[config.mk]
export PLATFORM = sky130hd
export DESIGN_NAME = timer_dev
export DESIGN_NICKNAME = d
export VERILOG_FILES = /design/src/rtl/timer_pkg.sv /design/src/rtl/timer_dev.sv
export SDC_FILE = /design/constraint.sdc
export NUM_CORES = 1
export LEC_CHECK = 0
export CORE_MARGIN = 3
export CORE_UTILIZATION = 30
export DETAILED_ROUTE_END_ITERATION = 6
export GPL_ROUTABILITY_DRIVEN = 0
export PLACE_DENSITY = 0.56
export SLEW_MARGIN = 20
export SYNTH_ARGS = -nofsm -noshare
export SYNTH_HDL_FRONTEND = slang
export SYNTH_SLANG_ARGS = --single-unit
[constraint.sdc]
create_clock -name clk -period 8.6 [get_ports clk]
set_clock_uncertainty 0.05 [all_clocks]
set_input_delay 1.72 -clock clk [delete_from_list [all_inputs] [get_ports clk]]
set_output_delay 1.72 -clock clk [all_outputs]
set_load 0.05 [all_outputs]
[src/rtl/timer_pkg.sv]
// ---------------------------------------------------------------------------
// timer_pkg
// Shared definitions for the memory-mapped countdown timer (timer_dev):
// FSM state encoding, register word offsets, CTRL field positions, MODE
// values and a byte-lane merge helper used by the register write path.
// ---------------------------------------------------------------------------
package timer_pkg;

  // Counting FSM states
  typedef enum logic [1:0] {
    ST_IDLE = 2'd0,
    ST_LOAD = 2'd1,
    ST_CNT  = 2'd2,
    ST_INT  = 2'd3
  } state_e;

  // Register word offsets (addr[3:2]); offset 3 is reserved
  localparam logic [1:0] CTRL_OFS   = 2'd0;
  localparam logic [1:0] PRESET_OFS = 2'd1;
  localparam logic [1:0] COUNT_OFS  = 2'd2;

  // CTRL field positions
  localparam int CTRL_EN_BIT   = 0;
  localparam int CTRL_MODE_LSB = 1;
  localparam int CTRL_MODE_MSB = 2;
  localparam int CTRL_IM_BIT   = 3;

  // MODE values; 2'b1x behaves as one-shot
  localparam logic [1:0] MODE_ONESHOT = 2'b00;
  localparam logic [1:0] MODE_RELOAD  = 2'b01;

  // Replace the bits of old_val selected by mask with the bits of new_val
  function automatic logic [31:0] merge_bytes(input logic [31:0] old_val,
                                              input logic [31:0] new_val,
                                              input logic [31:0] mask);
    return (old_val & ~mask) | (new_val & mask);
  endfunction

endpackage

[src/rtl/timer_dev.sv]
// ---------------------------------------------------------------------------
// timer_dev
// Memory-mapped countdown timer on the CPU data bus. Three registers in a
// 16-byte window at BASE_ADDR: CTRL (EN, MODE, IM), PRESET (r/w) and COUNT
// (read-only). A four-state FSM (IDLE/LOAD/CNT/INT) counts COUNT down to
// zero and raises int_flag; irq = CTRL.IM & int_flag.
//
// Ports:
//   clk     in   system clock
//   reset   in   synchronous active-high reset
//   addr    in   byte address (word aligned, addr[1:0] ignored)
//   byteen  in   byte write enables, nonzero = write
//   wdata   in   write data, already lane-shifted
//   rdata   out  combinational read data of the addressed register
//   irq     out  interrupt request
//
// Build option: TIMER_BYTEEN_EN
//   defined   - partial writes merge per byte lane; a CTRL write clears
//               int_flag only when byteen[0] is set.
//   undefined - only byteen == 4'b1111 writes; other nonzero patterns are
//               ignored entirely.
// ---------------------------------------------------------------------------
module timer_dev
  import timer_pkg::*;
#(
  parameter logic [31:0] BASE_ADDR = 32'h0000_7F00
) (
  input  logic        clk,
  input  logic        reset,
  input  logic [31:0] addr,
  input  logic [3:0]  byteen,
  input  logic [31:0] wdata,
  output logic [31:0] rdata,
  output logic        irq
);

  logic [3:0]  ctrl_q,     ctrl_d;
  logic [31:0] preset_q,   preset_d;
  logic [31:0] count_q,    count_d;
  logic        int_flag_q, int_flag_d;
  state_e      state_q,    state_d;

  logic        hit;
  logic        wr_ok;
  logic [31:0] wr_mask;
  logic        ctrl_wr;
  logic        preset_wr;
  logic        flag_clr;
  logic [31:0] ctrl_merged;
  logic [3:0]  ctrl_fsm;
  logic        int_flag_fsm;
  logic        unused_ok;

  assign hit       = (addr[31:4] == BASE_ADDR[31:4]);
  assign ctrl_wr   = wr_ok && (addr[3:2] == CTRL_OFS);
  assign preset_wr = wr_ok && (addr[3:2] == PRESET_OFS);

`ifdef TIMER_BYTEEN_EN
  assign wr_ok    = hit && (byteen != 4'b0000);
  assign wr_mask  = {{8{byteen[3]}}, {8{byteen[2]}}, {8{byteen[1]}}, {8{byteen[0]}}};
  // Only a write touching the lane that holds EN/MODE/IM acknowledges the flag
  assign flag_clr = ctrl_wr && byteen[0];
`else
  assign wr_ok    = hit && (byteen == 4'b1111);
  assign wr_mask  = 32'hFFFF_FFFF;
  assign flag_clr = ctrl_wr;
`endif

  assign ctrl_merged = merge_bytes({28'd0, ctrl_q}, wdata, wr_mask);
  assign unused_ok   = &{1'b0, addr[1:0], ctrl_merged[31:4]};

  // Next-state logic: FSM first, then bus writes override CTRL/PRESET and flag
  always_comb begin
    ctrl_fsm     = ctrl_q;
    int_flag_fsm = int_flag_q;
    count_d      = count_q;
    state_d      = state_q;
    case (state_q)
      ST_IDLE: begin
        if (ctrl_q[CTRL_EN_BIT]) state_d = ST_LOAD;
        else                     state_d = ST_IDLE;
      end
      ST_LOAD: begin
        count_d = preset_q;
        state_d = ST_CNT;
      end
      ST_CNT: begin
        if (!ctrl_q[CTRL_EN_BIT]) begin
          state_d = ST_IDLE;
        end else if (count_q == 32'd0) begin
          state_d      = ST_INT;
          int_flag_fsm = 1'b1;
        end else begin
          count_d = count_q - 32'd1;
        end
      end
      ST_INT: begin
        if (ctrl_q[CTRL_MODE_MSB:CTRL_MODE_LSB] == MODE_RELOAD) begin
          // Auto-reload: flag lives for exactly the INT cycle
          state_d      = ST_LOAD;
          int_flag_fsm = 1'b0;
        end else begin
          ctrl_fsm[CTRL_EN_BIT] = 1'b0;
          state_d               = ST_IDLE;
        end
      end
      default: state_d = ST_IDLE;
    endcase

    // A bus write to CTRL wins over the FSM clearing EN in the same cycle
    ctrl_d     = ctrl_wr   ? ctrl_merged[3:0] : ctrl_fsm;
    preset_d   = preset_wr ? merge_bytes(preset_q, wdata, wr_mask) : preset_q;
    int_flag_d = flag_clr  ? 1'b0 : int_flag_fsm;
  end

  // State and register flops with synchronous reset
  always_ff @(posedge clk) begin
    if (reset) begin
      ctrl_q     <= 4'd0;
      preset_q   <= 32'd0;
      count_q    <= 32'd0;
      int_flag_q <= 1'b0;
      state_q    <= ST_IDLE;
    end else begin
      ctrl_q     <= ctrl_d;
      preset_q   <= preset_d;
      count_q    <= count_d;
      int_flag_q <= int_flag_d;
      state_q    <= state_d;
    end
  end

  // Zero-latency read mux; misses and the reserved offset read zero
  always_comb begin
    rdata = 32'd0;
    if (hit) begin
      case (addr[3:2])
        CTRL_OFS:   rdata = {28'd0, ctrl_q};
        PRESET_OFS: rdata = preset_q;
        COUNT_OFS:  rdata = count_q;
        default:    rdata = 32'd0;
      endcase
    end else begin
      rdata = 32'd0;
    end
  end

  assign irq = ctrl_q[CTRL_IM_BIT] & int_flag_q;

endmodule

---- Word level (Yosys, flattened, before mapping) ----
Cells that the tools add are included.
operators by class
  $add $sub $neg .......................... 1
  bitwise gates (word level) .............. 1
  muxes and demuxes ....................... 17
  equal/unequal tests ..................... 14
  reduce and logical (&&, ||, !) cells .... 13
operators with widths
  operator                                               count
  2-to-1 mux 32 bit                                      3
  case mux 32 bit (3 select lines)                       1
  case mux 32 bit (2 select lines)                       1
  logical NOT 32 bit                                     1
  subtractor 32 x 1 -> 32 bit, second input constant     1
  equality test 28 x 11 -> 1 bit, second input constant  1
  inequality test 2 bit, second input constant           5
  2-to-1 mux 1 bit                                       8
  case mux 2 bit (4 select lines)                        1
  equality test 2 x 1 -> 1 bit, second input constant    3
  equality test 2 bit, second input constant             3
  nonzero test 2 bit                                     3
  equality test 4 bit, second input constant             1
  logical NOT 2 bit                                      2
  2-to-1 mux 2 bit                                       2
  AND reduction 4 bit                                    1
  logical AND 1 bit                                      3
  inequality test 3 bit, second input constant           1
  AND reduction 3 bit                                    1
  case mux 1 bit (2 select lines)                        1
  AND reduction 2 bit                                    1
  OR reduction 2 bit                                     1
  bitwise AND 1 bit                                      1
storage, ports and cells
  input bits .............................. 70
  output and inout port bits .............. 33
  logic and storage cells ................. 52
  register bits ........................... 71

---- Depth between registers and ports, before layout ----
Gate-level depths: netlist of run 1.
  depth after elaboration ................. 5
  mapped depth ............................ 10
  mapped depth without buffers ............ 8

---- Worst setup path before layout of run 1 ----
Ideal clock, no wire load.
  kind .................................... input port to output port
  from .................................... in addr[5]
  to ...................................... out rdata[10]
  path buffers ............................ 2
  data arrival time ....................... 3.778 ns
  setup slack ............................. 3.052 ns
  stages on the path ...................... 5
  required time ........................... 6.830 ns
  cell sequence ........................... or4b_1 or4_1 clkbuf_1 clkbuf_1 nor2_1
on the way
  word-level cells in the longest chain between the ends .. 2
ends and longest elaborated chain
  element                         RTL line          text
  start: declaration              timer_dev.sv:30   input logic [31:0] addr,
  equality test 28 x 11 -> 1 bit  timer_dev.sv:54   assign hit = (addr[31:4] == BASE_ADDR[31:4]);
  2-to-1 mux 32 bit               timer_dev.sv:136  if (hit) begin
  end: declaration                timer_dev.sv:33   output logic [31:0] rdata,
No other way between the ends.

---- Final worst setup path of run 1 ----
  from .................................... in addr[2]
  to ...................................... out rdata[31]
on the way
  word-level cells in the longest chain between the ends .. 3
  elaborated cells on any way between the ends .. 5
  classes of those cells .................. 2 x eq/ne; 2 x mux; 1 x reduce/logical
ends and longest elaborated chain
  element                                      RTL line          text
  equality test 2 bit (tied with other cells)  timer_dev.sv:137  case (addr[3:2])
  case mux 32 bit (3 select lines) (*)         timer_dev.sv:137
  2-to-1 mux 32 bit (*)                        timer_dev.sv:136
Every way passes the cells marked *; elsewhere a longest branch is shown, timed or not.

==> results of run 1 <==
==> stage by stage <==
| step | hold WS (ns) | total power [mW] | setup slack, ns | cell area [um2] |
|---|---|---|---|---|
| after floorplan | 0.3951 | 0.3591 | 3.052 | 4011 |
| after global placement | 0.4099 | 0.3982 | 2.297 | 5092 |
| after detailed placement | 0.4139 | 0.3987 | 2.251 | 5095 |
| after CTS | 0.4196 | 0.7702 | 2.253 | 5386 |
| after global routing | 0.4474 | 0.7861 | 2.130 | 5386 |
| final | 0.4178 | 0.7627 | 2.253 | 5386 |
==> cell usage after synthesis (all sizes together) <==
master and n:
nand2 116, a21oi 78, dfxtp 71, nor2 63
clkbuf 39, a22oi 32, o21ai 32, nor3 15
nand3 13, nor4 12, buf 10, o31ai 8
or4 8, mux2i 7, nand2b 7, a31o 5
nand4 5, nor2b 5, or3 5, a21o 4
a31oi 3, o211ai 3, o41ai 3, and3 2
inv 2, nor4b 2, o32ai 2, or4b 2
a211o 1, a21bo 1, a2bb2oi 1, a32o 1
a32oi 1, and2 1, and4 1, clkinv 1
ha 1, nand4b 1, o21a 1, o221ai 1
o22ai 1, o311ai 1, o31a 1, or2 1
==> routing by layer <==
metal | track usage | share of wire | vias to the layer above
met2 | 0.2950 | 0.48 | 106
met5 | 0 | 0 | -
met3 | 0.02507 | 0.032 | 16
li1 | - | - | 2175
met1 | 0.2320 | 0.47 | 2069
met4 | 0.04902 | 0.012 | 0
==> layout by cell type (no fill, tap or decap), drive strengths merged, types with 3 or more instances in the layout <==
cell / netlist / final
nand2: 116 / 116
clkdlybuf4s50: 0 / 99
a21oi: 78 / 78
dfxtp: 71 / 71
nor2: 63 / 63
a22oi: 32 / 32
o21ai: 32 / 32
nor3: 15 / 15
nand3: 13 / 13
nor4: 12 / 12
clkbuf: 39 / 12
buf: 10 / 9
o31ai: 8 / 8
or4: 8 / 8
mux2i: 7 / 7
nand2b: 7 / 7
nand4: 5 / 5
a31o: 5 / 5
nor2b: 5 / 5
or3: 5 / 5
a21o: 4 / 4
clkinv: 1 / 4
o211ai: 3 / 3
a31oi: 3 / 3
o41ai: 3 / 3
==> cells by family (layout without fill, tap and decap cells) <==
| kind of cell | Yosys count | in the layout | synth area share |
|---|---|---|---|
| buf+inv | 52 | 127 | 0.05396 |
| simple gates | 259 | 259 | 0.2979 |
| compound gates | 180 | 180 | 0.2732 |
| mux | 7 | 7 | 0.01747 |
| flops | 71 | 71 | 0.3543 |
| fa+ha+maj | 1 | 1 | 0.003119 |
==> final timing paths <==
| kind | start | endpoint | slack, ns | depth (start not counted) |
|---|---|---|---|---|
| setup / recovery | addr[2] | rdata[31] | 2.25 | 6 |
| hold / removal | preset_q[2] | preset_q[2] | 0.42 | 2 |
| setup reg to reg | state_q[1] | count_q[24] | 5.30 | 6 |
| hold reg to reg | preset_q[2] | preset_q[2] | 0.42 | 2 |
==> sequential cells by signal (all words and copies together) (netlist names) <==
register and count:
count_q 32, preset_q 32, ctrl_q 4, state_q 2, int_flag_q 1
==> power by group through the flow <==
stage               Sequential (mW)  Clock (mW)  Combinational (mW)
global placement              0.337           0              0.0610
finish                        0.330       0.371              0.0617
floorplan                     0.337           0              0.0226
detailed placement            0.337           0              0.0615
global route                  0.330       0.390              0.0666
CTS                           0.330       0.378              0.0618
==> critical path, cell delays in order <==
cell	delay, ns
clkdlybuf4s50_1	0.66
nor2b_2	0.71
buf_4	0.37
a22oi_1	0.17
nor2_1	0.14
clkdlybuf4s50_1	0.81
==> final cells by class <==
cell class,instances,area share
Tap cell,172,0.03995
Clock buffer,12,0.04576
Clock inverter,4,0.008362
Inverter,3,0.002091
Timing Repair Buffer,108,0.1961
Multi-Input combinational cell,447,0.4439
Sequential cell,71,0.2639
==> results.tsv, run 1 <==
metric	value	unit
die_y	121.6	um
max_cap_viol_count	0	
clockBufferDepth	2	
core_area	0.01282	mm2
die_w	121.6	um
dp_hpwl	8807	um
ys_types	52	
num_antenna_cells	0	
max_clock_freq	157.6	MHz
synth_top_cell_by_area	dfxtp_1	
register_area	0.001421	mm2
htree_levels	3	
fin_setup_tns	0	ns
totalWireLength	13140	um
finalSetupViolCount	0	
switching_share	0.2215	
area_growth	34.28	%
cp-start-kind	primary input	
grt_max_degree	75	
syn_area	0.004011	mm2
clock-sinks	71	
final_cells	817	
fin_nets	711	
die_area	0.01480	mm2
min_path_type	reg -> reg	
place_inst	801	
cts_buffers	9	
antenna_found_initial	0	
p_clk_frac	0.486	
netlist.area_leader.share	0.3543	
initial_utilization	0.3128	
seq_power_share	0.433	
drt_iter0_markers	454	
path_clk_slew	0.05	ns
p_switching	168.9	uW
drive_gt1_frac	0.06512	
internal_power	593.8	uW
cts_tree	built	
clockRootBuffer	clkbuf_16	
syn_nets	641	
fill_cells	1360	
min_period_over_period	0.7380	
ctsResizeCount	0	
drcViolationCount	0	
cts_hold_buf	0	
rows	41	
setup.worst_path.class	in -> out	
yosysSeqAreaShare	0.3543	
fin_util	0.4200	
leakage	1.670	nW
io_pins	103	
vias	4366	
status	complete, no violations	
worst-path-max-fanout	18	
relSlewSlack	0.3239	
grt_pass1_wl	21050	um
arrival	4.58	ns
viasPerCell	5.344	
wl_per_cell	16.09	um
drtPass1Iterations	5	
worstSetupEndpointType	primary output	
required	6.83	ns
grt_pass1_vias	4243	
multi_input_comb_area	0.002391	mm2
pwr-share-comb	0.081	
worst_slew_pin_slew	1.006	ns
ir_drop	74.99	uV
avgSynthCellArea	7.037	um2
hold_viol	0	
post_cts_buffers	0	
synth_cells	570	
grt-ovfl-total	0	
synth_area_leaders	dfxtp_1, nand2_1, a21oi_1	
slew_viol_final	0	
period_needed	6.347	ns
rsz0062_at_grt	no	
powerDensity	141.6	mW/mm2
ant_nets	0	
ys.warnings.count	0	
port_buffers	100	
ys_seq_elements	71	
track_usage	0.1743	
clk_latency	0.33	ns
(Power assumes the default switching activity.)
==> run 2: changes to the inputs <==
==> constraint.sdc (replaced) <==
create_clock -name clk -period 6.35 [get_ports clk]
set_clock_uncertainty 0.05 [all_clocks]
set_input_delay 1.27 -clock clk [delete_from_list [all_inputs] [get_ports clk]]
set_output_delay 1.27 -clock clk [all_outputs]
set_load 0.05 [all_outputs]
==> results.tsv, run 2 (synthesis results as in run 1) <==
metric	value	unit	change
status	complete, no violations		unchanged
worst_slew_pin_slew	1.054	ns	was 1.006 ns
min_path_cells	2		unchanged
grt-ovfl-total	0		unchanged
cts_buffers	9		unchanged
area_growth	34.28	%	unchanged
fin_setup_tns	0	ns	unchanged
relSlewSlack	0.2927		was 0.3239
fin_nets	711		unchanged
cp-start-kind	primary input		unchanged
cts_hold_buf	0		unchanged
dp_hpwl	8765	um	was 8807 um
multi_input_comb_area	0.002391	mm2	unchanged
cts_tree	built		unchanged
ctsResizeCount	0		unchanged
initial_utilization	0.3128		unchanged
drtPass1Iterations	5		unchanged
final_common_cell	nand2_1		unchanged
dp_slack	0.9952	ns	was 2.251 ns
rows	41		unchanged
leakage	1.670	nW	unchanged
drive_gt1_frac	0.06512		unchanged
worstSetupEndpointType	primary output		unchanged
io_pins	103		unchanged
reg_top3	count_q (32), preset_q (32), ctrl_q (4)		unchanged
setup.worst_path.class	in -> out		unchanged
hold_viol	0		unchanged
ant_nets	0		unchanged
worst-path-max-fanout	16		was 18
grt_max_degree	75		unchanged
die_y	121.6	um	unchanged
post_cts_buffers	0		unchanged
grt_pass1_wl	21440	um	was 21050 um
finalWorstSetupSlack	0.9878	ns	was 2.253 ns
grt_pass1_vias	4331		was 4243
powerDensity	191.2	mW/mm2	was 141.6 mW/mm2
vias	4435		was 4366
totalWireLength	13150	um	was 13140 um
drt_iter0_markers	379		was 454
clk_latency	0.34	ns	was 0.33 ns
register_area	0.001421	mm2	unchanged
die_w	121.6	um	unchanged
antenna_found_initial	0		unchanged
clockRootBuffer	clkbuf_16		unchanged
min_period_over_period	0.8444		
ir_drop	122.5	uV	was 74.99 uV
htree_levels	3		unchanged
max_cap_viol_count	0		unchanged
power.total	1.030	mW	was 762.7 uW
slew_viol_final	0		unchanged
worst_hold_slack	0.4213	ns	was 0.4178 ns
die_area	0.01480	mm2	unchanged
fill_cells	1358		was 1360
num_antenna_cells	0		unchanged
path_clk_slew	0.06	ns	was 0.05 ns
clock-sinks	71		unchanged
clockBufferDepth	2		unchanged
core_area	0.01282	mm2	unchanged
drcViolationCount	0		unchanged
port_buffers	100		unchanged
finalSetupViolCount	0		unchanged
track_usage	0.1766		was 0.1743
arrival	4.04	ns	was 4.58 ns
min_path_type	reg -> reg		unchanged
period_needed	5.362	ns	
required	5.03	ns	was 6.83 ns
max_clock_freq	186.5	MHz	
final_cell_mix	nand2_1, clkdlybuf4s50_1, a21oi_1, dfxtp_1, nor2_1		unchanged
viasPerCell	5.428		was 5.344
ff2ff_path_depth	6		unchanged
rsz0062_at_grt	no		unchanged
wl_per_cell	16.09	um	about the same
[run 2: cell counts in the layout (fill, tap and decap cells not counted)]
No cell type changed its count.
[run 2: area by class of cell]
type,instances,share of cell area
clock inverter,4,0.008362
multi-input combinational,447,0.4439
timing repair buffer,108,0.1961
tap,172,0.03995
clock buffer,12,0.04576
sequential,71,0.2639
inverter,3,0.002091
[run 2: routing by layer]
layer	track usage	part of all wire	up-vias
met2	0.3071	0.49	115
li1	-	-	2175
met4	0.04272	0.0091	0
met5	0	0	-
met1	0.2242	0.45	2133
met3	0.03621	0.048	12
[run 2: final timing paths]
path	startpoint	endpoint	slack, ns
worst max-delay path	addr[3]	rdata[31]	0.99
worst min-delay path	preset_q[2]	preset_q[2]	0.42
worst max register to register	state_q[1]	count_q[8]	2.95
worst min register to register	preset_q[2]	preset_q[2]	0.42
[run 2: where the power goes]
part | leakage, nW | internal (mW) | switching (mW)
clock network | 0.146 | 0.313 | 0.187
registers | 0.572 | 0.446 | 0.000988
logic | 0.952 | 0.0451 | 0.0383
[run 2: critical path: stages]
cell	delay, ns
clkdlybuf4s50_1	0.70
nor2b_2	0.63
buf_4	0.35
a22oi_1	0.13
nor2_1	0.14
clkdlybuf4s50_1	0.82
[run 2: per-stage QoR]
| step | instance area [um2] | util | std cells |
|---|---|---|---|
| after detailed placement | 5095 | 0.3973 | 801 |
| final | 5386 | 0.4200 | 817 |
| after global placement | 5092 | 0.3971 | 801 |
| after CTS | 5386 | 0.4200 | 817 |
| after floorplan | 4011 | - | 570 |
| after global routing | 5386 | 0.4200 | 817 |
==> run 3: changes to the inputs <==
--- a/config.mk
+++ b/config.mk
@@ -9,7 +9,7 @@
 export CORE_UTILIZATION = 30
 export DETAILED_ROUTE_END_ITERATION = 6
 export GPL_ROUTABILITY_DRIVEN = 0
-export PLACE_DENSITY = 0.56
+export PLACE_DENSITY = 0.58
 export SLEW_MARGIN = 20
 export SYNTH_ARGS = -nofsm -noshare
 export SYNTH_HDL_FRONTEND = slang
==> constraint.sdc (replaced) <==
create_clock -name clk -period 4.7 [get_ports clk]
set_clock_uncertainty 0.05 [all_clocks]
set_input_delay 0.94 -clock clk [delete_from_list [all_inputs] [get_ports clk]]
set_output_delay 0.94 -clock clk [all_outputs]
set_load 0.05 [all_outputs]
==> results.tsv, run 3 (synthesis results as in run 1) <==
metric	value	unit	change
internal_power	1.090	mW	was 804.0 uW
fin_setup_tns	0	ns	unchanged
rsz0062_at_grt	no		unchanged
seq_power_share	0.432		was 0.434
finalSetupViolCount	0		unchanged
max_cap_viol_count	0		unchanged
num_antenna_cells	0		unchanged
ir_drop	179.4	uV	was 122.5 uV
clockBufferDepth	2		unchanged
final_cell_mix	nand2_1, a21oi_1, dfxtp_1, clkdlybuf4s50_1, nor2_1		was nand2_1, clkdlybuf4s50_1, a21oi_1, dfxtp_1, nor2_1
htree_levels	3		unchanged
clk_latency	0.33	ns	was 0.34 ns
drt_iter0_markers	351		was 379
grt-ovfl-total	0		unchanged
grt_pass1_vias	4394		was 4331
powerDensity	243.3	mW/mm2	was 191.2 mW/mm2
drtPass1Iterations	5		unchanged
slew_viol_final	0		unchanged
worstSetupEndpointType	primary output		unchanged
drcViolationCount	0		unchanged
final_common_cell	nand2_1		unchanged
hold_viol	0		unchanged
clock-sinks	71		unchanged
period_needed	4.061	ns	
reg_top3	count_q (32), preset_q (32), ctrl_q (4)		unchanged
viasPerCell	5.424		was 5.428
cp-start-kind	primary input		unchanged
min_path_type	reg -> reg		unchanged
track_usage	0.1723		was 0.1766
vias	4453		was 4435
area_growth	43.14	%	was 34.28%
leakage	1.844	nW	was 1.670 nW
io_pins	103		unchanged
totalWireLength	12800	um	was 13150 um
required	3.71	ns	was 5.03 ns
p_clk_frac	0.486		was 0.485
max_clock_freq	246.2	MHz	
die_y	121.6	um	unchanged
grt_pass1_wl	21090	um	was 21440 um
worst_slew_pin_slew	0.9992	ns	was 1.054 ns
drive_gt1_frac	0.1186		was 0.06512
power.total	1.397	mW	was 1.030 mW
path_clk_slew	0.06	ns	about the same
die_w	121.6	um	unchanged
post_cts_buffers	0		unchanged
fin_nets	715		was 711
setup.worst_path.class	in -> out		unchanged
ctsResizeCount	0		unchanged
worst-path-max-fanout	35		was 16
clockRootBuffer	clkbuf_16		unchanged
dp_hpwl	8812	um	was 8765 um
grt_max_degree	74		was 75
ant_nets	0		unchanged
cts_hold_buf	0		unchanged
port_buffers	100		unchanged
die_area	0.01480	mm2	unchanged
arrival	3.07	ns	was 4.04 ns
initial_utilization	0.3128		unchanged
switching_share	0.2197		was 0.2195
antenna_found_initial	0		unchanged
core_area	0.01282	mm2	unchanged
min_period_over_period	0.8640		
cts_buffers	9		unchanged
status	complete, no violations		unchanged
relSlewSlack	0.3287		was 0.2927
pwr-share-comb	0.082		was 0.081
rows	41		unchanged
cts_tree	built		unchanged
wl_per_cell	15.59	um	was 16.09 um
p_switching	306.9	uW	was 226.1 uW
[run 3: changes by cell type in the layout (fill, tap and decap cells not counted)]
cell,delta
buf_12,+32
buf_4,+4
clkbuf_1,-1
clkdlybuf4s50_1,-32
clkinv_2,-1
clkinv_4,+2
nor2b_1,+1
nor2b_2,-1
or3_1,+1
or3_2,-1
[run 3: power by group through the flow]
stage | logic [mW] | clock network, mW | registers [mW]
final | 0.114 | 0.679 | 0.604
after global routing | 0.123 | 0.719 | 0.604
after CTS | 0.114 | 0.695 | 0.604
after detailed placement | 0.114 | 0 | 0.617
after global placement | 0.112 | 0 | 0.617
after floorplan | 0.0413 | 0 | 0.616
[run 3: path summary, 6_finish.rpt]
path	start	to	slack, ns	depth (start not counted)
setup / recovery	addr[5]	rdata[29]	0.64	6
hold / removal	preset_q[4]	preset_q[4]	0.42	2
setup reg to reg	count_q[0]	count_q[22]	1.56	8
hold reg to reg	preset_q[4]	preset_q[4]	0.42	2
[run 3: final cells by class]
type	instances	area, um2
fill	1316	7083
multi-input combinational	447	2387
sequential	71	1421
timing repair buffer	112	1406
clock buffer	11	242.7
tap	172	215.2
clock inverter	5	57.56
inverter	3	11.26
[run 3: critical path, cell delays in order]
cell and delay (ns):
clkdlybuf4s50_1 0.40, or4b_1 0.51, or4_1 0.50, buf_4 0.27, nor2_1 0.26, buf_12 0.17
[run 3: per-layer routing]
layer,vias to the layer above,wire [um],global-route usage
li1,2180,-,-
met2,122,6285,0.2953
met1,2133,5750,0.2233
met4,0,189,0.05672
met5,-,0,0
met3,18,574,0.02414
[run 3: per-stage QoR]
stage | worst slack [ns] | instances | cell area (um2) | hold WS (ns) | utilization
5_1_grt | 0.5412 | 821 | 5742 | 0.4353 | 0.4477
6_report | 0.6391 | 821 | 5742 | 0.4193 | 0.4477
4_1_cts | 0.6122 | 821 | 5742 | 0.4218 | 0.4477
2_1_floorplan | 0.7117 | 570 | 4011 | 0.3951 | -
3_3_place_gp | 0.6387 | 805 | 5440 | 0.4111 | 0.4242
3_5_place_dp | 0.6315 | 805 | 5441 | 0.4138 | 0.4243
